==> config.mk <==
export PLATFORM = sky130hd
export DESIGN_NAME = acc_op_exec
export DESIGN_NICKNAME = d
export VERILOG_FILES = /design/src/rtl/acc_op_exec.sv
export SDC_FILE = /design/constraint.sdc
export NUM_CORES = 1
export LEC_CHECK = 0
export BUFFER_PORTS_ARGS = -buffer_cell sky130_fd_sc_hd__clkbuf_2
export CORE_UTILIZATION = 55
export DETAILED_ROUTE_END_ITERATION = 7
export HOLD_SLACK_MARGIN = 0.15
export PLACE_DENSITY = 0.79
export SYNTH_ARGS = -nofsm -noshare
export SYNTH_HDL_FRONTEND = slang
export SYNTH_SLANG_ARGS = --single-unit
==> constraint.sdc <==
create_clock -name clk -period 2.6 [get_ports clk]
set_input_delay 0.26 -clock clk [delete_from_list [all_inputs] [get_ports clk]]
set_output_delay 0.26 -clock clk [all_outputs]
set_load 0.03 [all_outputs]
==> src/rtl/acc_op_exec.sv <==
// acc_op_exec: execute stage consuming the operand accumulator's three slots.
// Optional macro ACC_OP_SAT_EN: saturating ADD/SUB/MUL/MAC results.
module acc_op_exec #(
    parameter int MUL_ITERS = 8
) (
    input  logic       clk,
    input  logic       rst_n,
    input  logic       op_en,
    input  logic [2:0] op_code,
    input  logic [7:0] r0,
    input  logic [7:0] r1,
    input  logic [7:0] r2,
    input  logic       r0_valid,
    input  logic       r1_valid,
    input  logic       r2_valid,
    output logic       busy,
    output logic       done,
    output logic       clear_operands,
    output logic [7:0] result,
    output logic       flag_zero,
    output logic       flag_carry,
    output logic       err_operand
);

    typedef enum logic [1:0] {IDLE, EXEC, DONE} state_t;

    typedef struct packed {
        logic [2:0] op;
        logic [7:0] a;
        logic [7:0] b;
        logic [7:0] c;
        logic       va;
        logic       vb;
        logic       vc;
    } opnd_t;

    localparam logic [2:0] OP_ADD = 3'd0;
    localparam logic [2:0] OP_SUB = 3'd1;
    localparam logic [2:0] OP_AND = 3'd2;
    localparam logic [2:0] OP_OR  = 3'd3;
    localparam logic [2:0] OP_XOR = 3'd4;
    localparam logic [2:0] OP_MUL = 3'd5;
    localparam logic [2:0] OP_MAC = 3'd6;
    localparam logic [2:0] OP_CMP = 3'd7;

    localparam logic [3:0] LAST_IT = 4'(MUL_ITERS - 1);
    localparam logic [3:0] MAC_IT  = 4'(MUL_ITERS);

    state_t      state_q, state_d;
    opnd_t       opr_q, opr_d;
    logic [3:0]  cnt_q, cnt_d;
    logic [15:0] acc_q, acc_d;
    logic [15:0] mcand_q, mcand_d;
    logic [7:0]  mplr_q, mplr_d;
    logic        busy_q, busy_d;
    logic        done_q, done_d;
    logic        clr_q, clr_d;
    logic [7:0]  res_q, res_d;
    logic        zf_q, zf_d;
    logic        cf_q, cf_d;
    logic        err_q, err_d;

    logic [8:0]  sum9;
    logic [8:0]  diff9;
    logic [15:0] acc_nx;
    logic [15:0] mac_sum;
    logic        missing;
    logic        fin;
    logic        wr;
    logic [7:0]  res_v;
    logic        cy_v;

    always_comb begin
        state_d = state_q;
        opr_d   = opr_q;
        cnt_d   = cnt_q;
        acc_d   = acc_q;
        mcand_d = mcand_q;
        mplr_d  = mplr_q;
        busy_d  = busy_q;
        done_d  = 1'b0;
        clr_d   = 1'b0;
        res_d   = res_q;
        zf_d    = zf_q;
        cf_d    = cf_q;
        err_d   = err_q;
        fin     = 1'b0;
        wr      = 1'b0;
        res_v   = res_q;
        cy_v    = cf_q;

        sum9    = {1'b0, opr_q.a} + {1'b0, opr_q.b};
        diff9   = {1'b0, opr_q.a} - {1'b0, opr_q.b};
        acc_nx  = mplr_q[0] ? acc_q + mcand_q : acc_q;
        mac_sum = acc_q + {8'h00, opr_q.c};
        missing = !opr_q.va || !opr_q.vb ||
                  (opr_q.op == OP_MAC && !opr_q.vc);

        unique case (state_q)
            IDLE: begin
                if (op_en) begin
                    opr_d   = '{op: op_code, a: r0, b: r1, c: r2,
                                va: r0_valid, vb: r1_valid, vc: r2_valid};
                    cnt_d   = 4'd0;
                    acc_d   = 16'h0000;
                    mcand_d = {8'h00, r0};
                    mplr_d  = r1;
                    busy_d  = 1'b1;
                    err_d   = 1'b0;
                    state_d = EXEC;
                end
            end
            EXEC: begin
                if (missing) begin
                    fin   = 1'b1;
                    err_d = 1'b1;
                end else begin
                    unique case (opr_q.op)
                        OP_ADD: begin
                            wr    = 1'b1;
                            res_v = sum9[7:0];
                            cy_v  = sum9[8];
                        end
                        OP_SUB: begin
                            wr    = 1'b1;
                            res_v = diff9[7:0];
                            cy_v  = diff9[8];
                        end
                        OP_AND: begin
                            wr    = 1'b1;
                            res_v = opr_q.a & opr_q.b;
                            cy_v  = 1'b0;
                        end
                        OP_OR: begin
                            wr    = 1'b1;
                            res_v = opr_q.a | opr_q.b;
                            cy_v  = 1'b0;
                        end
                        OP_XOR: begin
                            wr    = 1'b1;
                            res_v = opr_q.a ^ opr_q.b;
                            cy_v  = 1'b0;
                        end
                        OP_CMP: begin
                            wr    = 1'b1;
                            res_v = {7'h00, opr_q.a < opr_q.b};
                            cy_v  = opr_q.a == opr_q.b;
                        end
                        default: begin
                            // MAC spends one cycle past the last iteration adding r2
                            if (cnt_q == MAC_IT) begin
                                wr    = 1'b1;
                                res_v = mac_sum[7:0];
                                cy_v  = |mac_sum[15:8];
                            end else begin
                                acc_d   = acc_nx;
                                mcand_d = mcand_q << 1;
                                mplr_d  = mplr_q >> 1;
                                cnt_d   = cnt_q + 4'd1;
                                if (cnt_q == LAST_IT && opr_q.op == OP_MUL) begin
                                    wr    = 1'b1;
                                    res_v = acc_nx[7:0];
                                    cy_v  = |acc_nx[15:8];
                                end
                            end
                        end
                    endcase
                    fin = wr;
                end
            end
            DONE: begin
                state_d = IDLE;
                busy_d  = 1'b0;
                err_d   = 1'b0;
            end
            default: begin
                state_d = IDLE;
            end
        endcase

`ifdef ACC_OP_SAT_EN
        if (wr && cy_v) begin
            if (opr_q.op == OP_SUB) begin
                res_v = 8'h00;
            end else if (opr_q.op == OP_ADD || opr_q.op == OP_MUL ||
                         opr_q.op == OP_MAC) begin
                res_v = 8'hFF;
            end
        end
`else
`endif

        if (wr) begin
            res_d = res_v;
            cf_d  = cy_v;
            zf_d  = (res_v == 8'h00);
        end
        if (fin) begin
            state_d = DONE;
            done_d  = 1'b1;
            clr_d   = 1'b1;
        end
    end

    always_ff @(posedge clk or negedge rst_n) begin
        if (!rst_n) begin
            state_q <= IDLE;
            opr_q   <= '0;
            cnt_q   <= 4'd0;
            acc_q   <= 16'h0000;
            mcand_q <= 16'h0000;
            mplr_q  <= 8'h00;
            busy_q  <= 1'b0;
            done_q  <= 1'b0;
            clr_q   <= 1'b0;
            res_q   <= 8'h00;
            zf_q    <= 1'b0;
            cf_q    <= 1'b0;
            err_q   <= 1'b0;
        end else begin
            state_q <= state_d;
            opr_q   <= opr_d;
            cnt_q   <= cnt_d;
            acc_q   <= acc_d;
            mcand_q <= mcand_d;
            mplr_q  <= mplr_d;
            busy_q  <= busy_d;
            done_q  <= done_d;
            clr_q   <= clr_d;
            res_q   <= res_d;
            zf_q    <= zf_d;
            cf_q    <= cf_d;
            err_q   <= err_d;
        end
    end

    assign busy           = busy_q;
    assign done           = done_q;
    assign clear_operands = clr_q;
    assign result         = res_q;
    assign flag_zero      = zf_q;
    assign flag_carry     = cf_q;
    assign err_operand    = err_q;

endmodule

## Yosys cells after proc, flatten, opt, wreduce, memory -nomap -nowiden

Index checks and enable logic that the tools add are counted.

| cells by class | value |
|---|---|
| add/sub/neg operators | 5 |
| order comparisons | 1 |
| equal/unequal tests | 19 |
| multiplexer cells | 45 |
| bitwise logic cells | 4 |
| reductions and logical operators | 24 |

Operators by type and width:

| operator | number |
|---|---|
| $mux 16 | 9 |
| $mux 8 | 8 |
| $pmux 16 s2 | 2 |
| $pmux 8 s6 | 1 |
| $add 16x16->16 | 1 |
| $add 16x8->16 | 1 |
| $mux 4 | 4 |
| $pmux 8 s2 | 1 |
| $reduce_or 8->1 | 2 |
| $mux 1 | 13 |
| $eq 3x3->1 const B | 4 |
| $ne 2x2->1 const B | 6 |
| $add 8x8->9 | 1 |
| $sub 8x8->9 | 1 |
| $and 8x8->8 | 1 |
| $eq 8x8->1 | 1 |
| $logic_not 8->1 | 1 |
| $lt 8x8->1 | 1 |
| $or 8x8->8 | 1 |
| $pmux 4 s2 | 1 |
| $xor 8x8->8 | 1 |
| $eq 3x2->1 const B | 2 |
| $reduce_and 2->1 | 3 |
| $reduce_bool 6->1 | 1 |
| other kinds (25) | 31 |

| word-level totals | value |
|---|---|
| register bits after elaboration | 89 |
| bits of input ports | 33 |

## Logic depth before layout (Yosys ltp)

Gate-level depths: netlist of run 1.

| depth | value |
|---|---|
| depth after elaboration | 9 |
| mapped depth | 12 |
| mapped depth without buffers | 12 |

## Least setup slack after synthesis of run 1

OpenSTA, ideal clock, no wires.

| timing | value |
|---|---|
| path type | register to register |
| start | reg acc_q[0] |
| end | reg cf_q (netlist: flag_carry) |
| arrival | 2.552 ns |
| slack | -0.092 ns |
| cell stages (with the launch flop) | 11 |
| path buffers | 0 |
| period minus slack after synthesis | 2.692 ns |
| cell sequence | dfrtp_1 ha_1 fa_1 a211oi_2 o21ai_0 a21oi_1 xnor2_1 mux2_2 a2111oi_2 o2111a_1 a41oi_1 |

| between the ends | value |
|---|---|
| longest elaborated chain between the ends | 6 |
| elaborated cells on any way between the ends | 8 |
| classes of those cells | 2 x add/sub; 4 x mux; 2 x reduce/logical |

Ends and longest elaborated chain:

| element | line | RTL |
|---|---|---|
| start: declaration | 52 | `logic [15:0] acc_q, acc_d;` |
| start signal: assignment | 210 | `acc_q <= 16'h0000;` |
| start signal: assignment | 224 | `acc_q <= acc_d;` |
| $add 16x16->16 | 94 | `acc_nx = mplr_q[0] ? acc_q + mcand_q : acc_q;` |
| $mux 16 | 94 |  |
| $reduce_or 8->1 | 163 | `cy_v = \|acc_nx[15:8];` |
| $mux 1 | 160 | `if (cnt_q == LAST_IT && opr_q.op == OP_MUL) begin` |
| $mux 1 (*) | 151 | `if (cnt_q == MAC_IT) begin` |
| $pmux 1 s4 (*) | 118 | `unique case (opr_q.op)` |
| end signal: assignment | 218 | `cf_q <= 1'b0;` |
| end signal: assignment | 232 | `cf_q <= cf_d;` |
| end: declaration | 60 | `logic cf_q, cf_d;` |

Mark *: on every way between the ends. The rest lies on a longest branch, timed or not. The select of a mux whose other input is x is not followed.
A chain may end at the register's enable or synchronous reset.

## Final worst setup path of run 1

Ends and elaborated chain as after synthesis.

==> run_results.csv, run 1 <==
group,metric,value,unit
routing,wl_met1,8.36,mm
grt,grt_max_degree,53,
routing,highest_layer,"met4",
floorplanning,die_w,109,um
run,cap_violations,0,
routing,ant_nets,0,
floorplanning,rows,38,
place,dp_hpwl,14.0,mm
timing,fin_crit,2.70,ns
floorplanning,die_area,11800,um2
timing,hold_viol,0,
cells_and_area,instances_no_fill,1023,
critical_path,rr_worst_depth,10,
synth,synth_compound_area_share,23.5,%
synth,synth_simple_gate_area_share,19.8,%
synth,synth_edf_count,0,
floorplanning,io_pins,47,
routing,drt-total-wl,19.7,mm
critical_path,cp.arrival,2.92,ns
timing,fin_worst_skew,0.00684,ns
synth,ys_ff_latch,89,
synth,synth_flop_cell,"dfrtp_1",
critical_path,crit_type,"reg -> reg",
place,post_dp_cell_area,7230,um2
routing,routed_via_density,6.25,
status,violations,"negative setup slack",
critical_path,worstPathRequired,2.82,ns
grt,grt_pass1_wl,31.0,mm
pwr,vdd.ir_drop.worst,0.000749,V
synth,synth_top_family_by_area,"compound AO/OA/AOI/OAI gates",
clock_tree,cts-root-buf,"clkbuf_16",
clock_tree,clk_path_buf_depth,2,
timing,report.final.slew_viol_count,0,
grt,grt_use_total,34.8,%
clock_tree,htree_levels,3,
timing,max_slew.worst_pin.slew,0.743,ns
cells_and_area,final_design_area_no_fill,8050,um2
grt,grt_pass1_vias,6330,
pwr,power_density,1080,nW/um2
grt,overflow,0,
synth,synthArstFlopShare,100,%
clock_tree,cts_buffers,9,
routing,met2WireLength,9.32,mm
synth,synth.yosys.warnings,0,
critical_path,slowest_stage,"dfrtp_1",
synth,synth-xor-area-share,3.22,%
status,run_status,"complete, but fails checks",
clock_tree,clock_sinks,89,
pwr,leakagePower,3.90,nW
floorplanning,die_height,109,um
synth,synth.net_count,828,
timing,tns,-0.206,ns
synth,seq_area_frac_synth,35.6,%
pwr,p_total,8.73,mW
synth,synthCells,741,
routing,drc,0,
clock_tree,cts_tree,"built",
critical_path,slowest_delay,0.43,ns
cells_and_area,drive_gt1_share,25.8,%
routing,drt_iter0_markers,651,
floorplanning,initial_core_util,57.0,%
routing,drtPass1Iterations,5,
synth,muxShareOfSynthArea,2.18,%
routing,wl_per_cell,19.3,um
critical_path,setup.worst_path.end_class,"register",
timing,relSlewSlack,50.2,%
critical_path,crit_chain,"ha_2, fa_2, a211oi_2, o21bai_2, a2111oi_4, a21oi_2, or4_1, a22oi_2, a31o_2, a41oi_1",
timing,setup_viol,3,
timing,holdWs,0.163,ns
synth,synth_area,6260,um2
critical_path,critPathMaxFanout,4,
routing,dr_wl_met3,1.33,mm
synth,synthAdderAreaFrac,11.3,%
critical_path,startpoint_type,"register",
place,dp.cells,984,
cells_and_area,area_delta_synth_final,28.7,%
cells_and_area,n_antenna_cell,0,
grt,antenna_found_initial,0,
clock_tree,clkTransAtPathRegs,0.07,ns
floorplanning,core,11000,um2
timing,fin_ws,-0.0994,ns
cells_and_area,nets,965,
synth,synth.avg_cell_area,8.44,um2
routing,vias,6397,
place,place.gp.congestion,0.963,
place,portBuffers,46,
clock_tree,clock_latency,0.35,ns
worst_hold_path,hold_path_class,"in -> reg",
timing,fmax,370,MHz
timing,timing.final.crit_share,104,%
synth,yosysUniqueCellTypes,78,
worst_hold_path,hold_depth,3,
timing,rsz0062_at_grt,"yes",
==> logic make-up after synthesis <==
family,after synthesis
and+or+nand+nor,276
xor gates and xnor gates,23
AOI/OAI and AO/OA,215
buffers and inverters,71
adders and majority gates,54
muxes,13
DFF,89
==> worst paths after layout <==
| check | slack (ns) | from | to |
|---|---|---|---|
| worst max-delay path | -0.1 | acc_q[0] | flag_carry |
| worst min-delay path | 0.16 | r1[5] | opr_q[16] |
| worst max register to register | -0.1 | acc_q[0] | flag_carry |
| worst min register to register | 0.47 | mplr_q[6] | mplr_q[6] |
| max in group asynchronous | 1.48 | rst_n | acc_q[1] |
| min in group asynchronous | 0.45 | rst_n | opr_q[29] |
==> layer usage <==
metal / track usage [%] / vias up
li1: - / 2943
met1: 45.3 / 3113
met2: 56.3 / 284
met3: 5.14 / 57
met4: 17.6 / 0
met5: 0 / -
==> where the power goes <==
group | total [mW] | internal (mW) | switching, mW | leakage, nW
Sequential | 2.22 | 1.84 | 0.386 | 1.14
Clock | 1.39 | 0.778 | 0.609 | 0.155
Combinational | 5.12 | 2.13 | 2.99 | 2.60
==> per-stage QoR <==
stage,util (%),setup WS (ns)
2_1_floorplan,-,0.00274
3_3_place_gp,65.8,-0.227
3_5_place_dp,65.8,-0.319
4_1_cts,71.7,-0.101
5_1_grt,73.3,-0.213
6_report,73.3,-0.0994
==> critical path, delay by kind of cell, from the launching register on <==
kind            cells  cell delay [ns]
compound gates      7             1.17
flops               1             0.43
simple gates        1             0.42
fa+ha+maj           2             0.57
==> state kept, by name, summed over array words and instances (netlist names) <==
register	count
opr_q	30
acc_q	16
mcand_q	16
mplr_q	8
result	8
cnt_q	4
state_q	2
busy	1
clear_operands	1
err_operand	1
flag_carry	1
flag_zero	1
==> cell usage in the layout (no fill, tap or decap), types with 4 or more instances in the layout <==
| cell | n |
|---|---|
| a211o_1 | 4 |
| a211oi_1 | 6 |
| a21o_1 | 8 |
| a21oi_1 | 30 |
| a21oi_2 | 6 |
| a22oi_1 | 10 |
| a31oi_1 | 4 |
| a32o_1 | 6 |
| buf_4 | 98 |
| clkbuf_16 | 9 |
| clkbuf_2 | 45 |
| dfrtp_1 | 87 |
| dlygate4sd3_1 | 15 |
| fa_2 | 4 |
| ha_1 | 46 |
| inv_1 | 37 |
| mux2_2 | 4 |
| mux2i_1 | 8 |
| nand2_1 | 148 |
| nand2b_1 | 8 |
| nand3_1 | 30 |
| nand4_1 | 4 |
| nor2_1 | 34 |
| nor2b_1 | 5 |
| nor3_1 | 13 |
| o211ai_1 | 10 |
| o21ai_0 | 59 |
| o22ai_1 | 7 |
| or3_1 | 4 |
| xnor2_1 | 13 |
| xor2_1 | 9 |
==> cell usage after synthesis, types with 5 or more instances <==
| cell | n | area share, % |
|---|---|---|
| xor2_1 | 9 | 1.3 |
| o22ai_1 | 7 | 0.70 |
| mux2_2 | 5 | 0.90 |
| nand3_1 | 30 | 2.4 |
| nor2_1 | 35 | 2.1 |
| xnor2_1 | 14 | 2.0 |
| nor2b_1 | 5 | 0.50 |
| a31oi_1 | 7 | 0.70 |
| a211oi_1 | 7 | 0.84 |
| or3_1 | 5 | 0.50 |
| clkbuf_1 | 24 | 1.4 |
| a32o_1 | 6 | 0.96 |
| o21ai_0 | 61 | 4.9 |
| a22oi_1 | 11 | 1.3 |
| dfrtp_1 | 89 | 36 |
| ha_1 | 50 | 10 |
| mux2i_1 | 8 | 1.3 |
| a21oi_1 | 38 | 3.0 |
| nand2_1 | 148 | 8.9 |
| o211ai_1 | 10 | 1.2 |
| nor3_1 | 16 | 1.3 |
| inv_1 | 37 | 2.2 |
| nand2b_1 | 9 | 0.90 |
| a21o_1 | 8 | 0.96 |
==> layout make-up <==
type / count / area (um2)
clock buffers: 10 / 239
clock inverters: 6 / 65.1
fillers: 814 / 2930
inverters: 38 / 143
multi-input cells: 581 / 4070
flip-flops and latches: 89 / 2230
well taps: 140 / 175
repair buffers: 159 / 1130
==> repair_timing <==
action,in CTS,in global routing
hold buffers,15,0
endpoints found under the setup margin,7,7
gates resized for setup,33,26
cloned,0,0
buffers inserted,4,4
endpoints found under the hold margin,56,0
pin swaps,16,18
Power figures use the tool's default switching activity.
==> inputs of run 2 (changes only) <==
--- a/config.mk
+++ b/config.mk
@@ -6,10 +6,10 @@
 export NUM_CORES = 1
 export LEC_CHECK = 0
 export BUFFER_PORTS_ARGS = -buffer_cell sky130_fd_sc_hd__clkbuf_2
-export CORE_UTILIZATION = 55
+export CORE_UTILIZATION = 60
 export DETAILED_ROUTE_END_ITERATION = 7
 export HOLD_SLACK_MARGIN = 0.15
-export PLACE_DENSITY = 0.79
+export PLACE_DENSITY = 0.82
 export SYNTH_ARGS = -nofsm -noshare
 export SYNTH_HDL_FRONTEND = slang
 export SYNTH_SLANG_ARGS = --single-unit
==> constraint.sdc (replaced) <==
create_clock -name clk -period 3.33 [get_ports clk]
set_input_delay 0.333 -clock clk [delete_from_list [all_inputs] [get_ports clk]]
set_output_delay 0.333 -clock clk [all_outputs]
set_load 0.03 [all_outputs]
==> run 2 against run 1 <==
Net effect: sequential cell count unchanged; the run now ends clean; setup slack improved by 0.34 ns; sequential power decreased by 21%; largest cell class unchanged; critical endpoint unchanged; count of clock-buffer cells in the layout unchanged; critical path depth decreased by 1; die area decreased by 8.2%; register-to-register slack improved by 0.34 ns; global-route usage decreased by 0.97 points; cell area decreased by 14%.
==> run_results.csv, run 2 (synthesis gave the netlist of run 1 again) <==
group,metric,value,unit
clock_tree,cts-root-buf,"clkbuf_8",
grt,grt_use_total,33.8,%
place,place.gp.congestion,0.920,
clock_tree,clock_latency,0.38,ns
place,dp.cells,905,
critical_path,slowest_stage,"and3_1",
critical_path,crit_chain,"ha_1, nor4bb_1, and3_1, o31ai_2, a311oi_1, o311ai_1, a2111oi_2, o2111a_1, a41oi_1",
timing,hold_viol,0,
grt,overflow,0,
floorplanning,io_pins,47,
clock_tree,cts_setup_buffers,0,
routing,routed_via_density,6.49,
routing,drt-total-wl,17.8,mm
place,portBuffers,46,
critical_path,startpoint_type,"register",
routing,vias,6016,
worst_hold_path,hold_path_class,"in -> reg",
timing,fmax,324,MHz
cells_and_area,finish.utilization,69.8,%
cells_and_area,drive_gt1_share,12.7,%
floorplanning,die_area,10800,um2
cells_and_area,fill_cells,838,
critical_path,r2r-end,"flag_carry",
timing,timing.final.crit_share,92.7,%
cells_and_area,multiInputGateArea,3760,um2
critical_path,r2r_start,"cnt_q[0]",
critical_path,critPathMaxFanout,11,
cells_and_area,final_common_cell,"nand2_1",
run,cap_violations,0,
clock_tree,cts_buffers,9,
timing,max_slew.worst_pin.slew,0.770,ns
critical_path,regToRegSetupSlack,0.24,ns
cells_and_area,nets,877,
cells_and_area,area_delta_synth_final,11.1,%
pwr,power_density,833,nW/um2
worst_hold_path,holdPathEnd,"opr_q[27]",
pwr,vdd.ir_drop.worst,0.000583,V
grt,grt_pass1_wl,28.9,mm
clock_tree,clock_sinks,89,
timing,rsz0062_at_grt,"no",
floorplanning,die_w,104,um
floorplanning,initial_core_util,62.8,%
critical_path,cp.arrival,3.33,ns
grt,grt_pass1_vias,5842,
routing,wl_per_cell,19.2,um
cells_and_area,layout_common_cells,"nand2_1, dfrtp_1, o21ai_0, ha_1, clkbuf_2",
cells_and_area,reg_top3,"opr_q: 30 flops, acc_q: 16 flops, mcand_q: 16 flops",
worst_hold_path,hold_depth,3,
worst_hold_path,min_from,"op_code[0]",
clock_tree,clkTransAtPathRegs,0.09,ns
critical_path,slowest_delay,0.45,ns
clock_tree,cts_tree,"built",
critical_path,worstPathRequired,3.58,ns
cells_and_area,regArea,2230,um2
place,dp_hpwl,13.4,mm
floorplanning,rows,36,
cells_and_area,largest_register,"opr_q",
cells_and_area,n_antenna_cell,0,
timing,fin_crit,3.09,ns
timing,fin_worst_skew,0.0118,ns
grt,grt_max_degree,54,
timing,report.final.slew_viol_count,0,
critical_path,setup.worst_path.end_class,"register",
pwr,leakagePower,3.35,nW
pwr,p_total,5.79,mW
clock_tree,htree_levels,3,
routing,drt_iter0_markers,502,
critical_path,crit_type,"reg -> reg",
timing,setup_viol,0,
timing,relSlewSlack,47.8,%
cells_and_area,instances_no_fill,927,
grt,antenna_found_initial,0,
routing,drtPass1Iterations,6,
routing,drc,0,
timing,holdWs,0.153,ns
cells_and_area,largest_reg_flops,30,
critical_path,rr_worst_depth,9,
status,run_status,"finished, final reports clean",
floorplanning,die_height,104,um
clock_tree,clk_path_buf_depth,2,
floorplanning,core,9950,um2
routing,ant_nets,0,
timing,tns,0,ns
[run 2: changes by cell type in the layout (fill, tap and decap cells not counted), moves of 4 or more]
cell / before / now
fa_1: 0 / 4
buf_4: 98 / 19
clkbuf_8: 1 / 10
fa_2: 4 / 0
clkbuf_16: 9 / 0
ha_1: 46 / 50
dlygate4sd3_1: 15 / 7
a21oi_2: 6 / 0
a21oi_1: 30 / 38
[run 2: metrics by stage]
step                setup slack (ns)  area [um2]
finish                         0.244        6950
global route                  0.0139        6950
CTS                            0.259        6950
detailed placement             0.295        6660
global placement               0.464        6660
floorplan                      0.638        6260
[run 2: where the power goes]
group / leakage (nW) / switching (mW) / internal (mW)
combinational: 2.10 / 2.04 / 1.15
clock: 0.104 / 0.401 / 0.437
sequential: 1.15 / 0.327 / 1.43
[run 2: layout make-up]
| cell class | count | area share [%] |
|---|---|---|
| multi-input cells | 581 | 54.1 |
| flip-flops and latches | 89 | 32.0 |
| repair buffers | 71 | 6.30 |
| well taps | 133 | 2.39 |
| inverters | 38 | 2.05 |
| clock buffers | 10 | 1.98 |
| clock inverters | 5 | 1.15 |
[run 2: per-layer routing]
layer	part of all wire [%]	vias to the layer above	GRT usage, %
li1	-	2775	-
met1	44	2956	45.0
met2	47	254	54.8
met3	7.4	31	8.58
met4	2.0	0	9.39
met5	0	-	0
[run 2: how the worst max path moves through the flow]
stage / start / cells past startpoint / endpoint
2_1_floorplan: acc_q[0] / 10 / flag_carry
3_3_place_gp: acc_q[0] / 10 / flag_carry
3_5_place_dp: cnt_q[0] / 9 / flag_carry
4_1_cts: cnt_q[0] / 9 / flag_carry
5_1_grt: cnt_q[0] / 9 / flag_carry
6_report: cnt_q[0] / 9 / flag_carry
[run 2: repair_timing]
action / 4_1_cts / 5_1_grt
setup endpoints to repair: 0 / 0
endpoints found under the hold margin: 57 / 0
resized for setup: 0 / 0
hold buffers: 7 / 0
[run 2: worst max-delay path, delay by kind of cell, from the launching register on]
family                   cells  cell delay (ns)
AO/OA/AOI/OAI                6             1.56
flip-flops                   1             0.42
AND/OR/NAND/NOR              2             0.79
adder cells (fa/ha/maj)      1             0.19
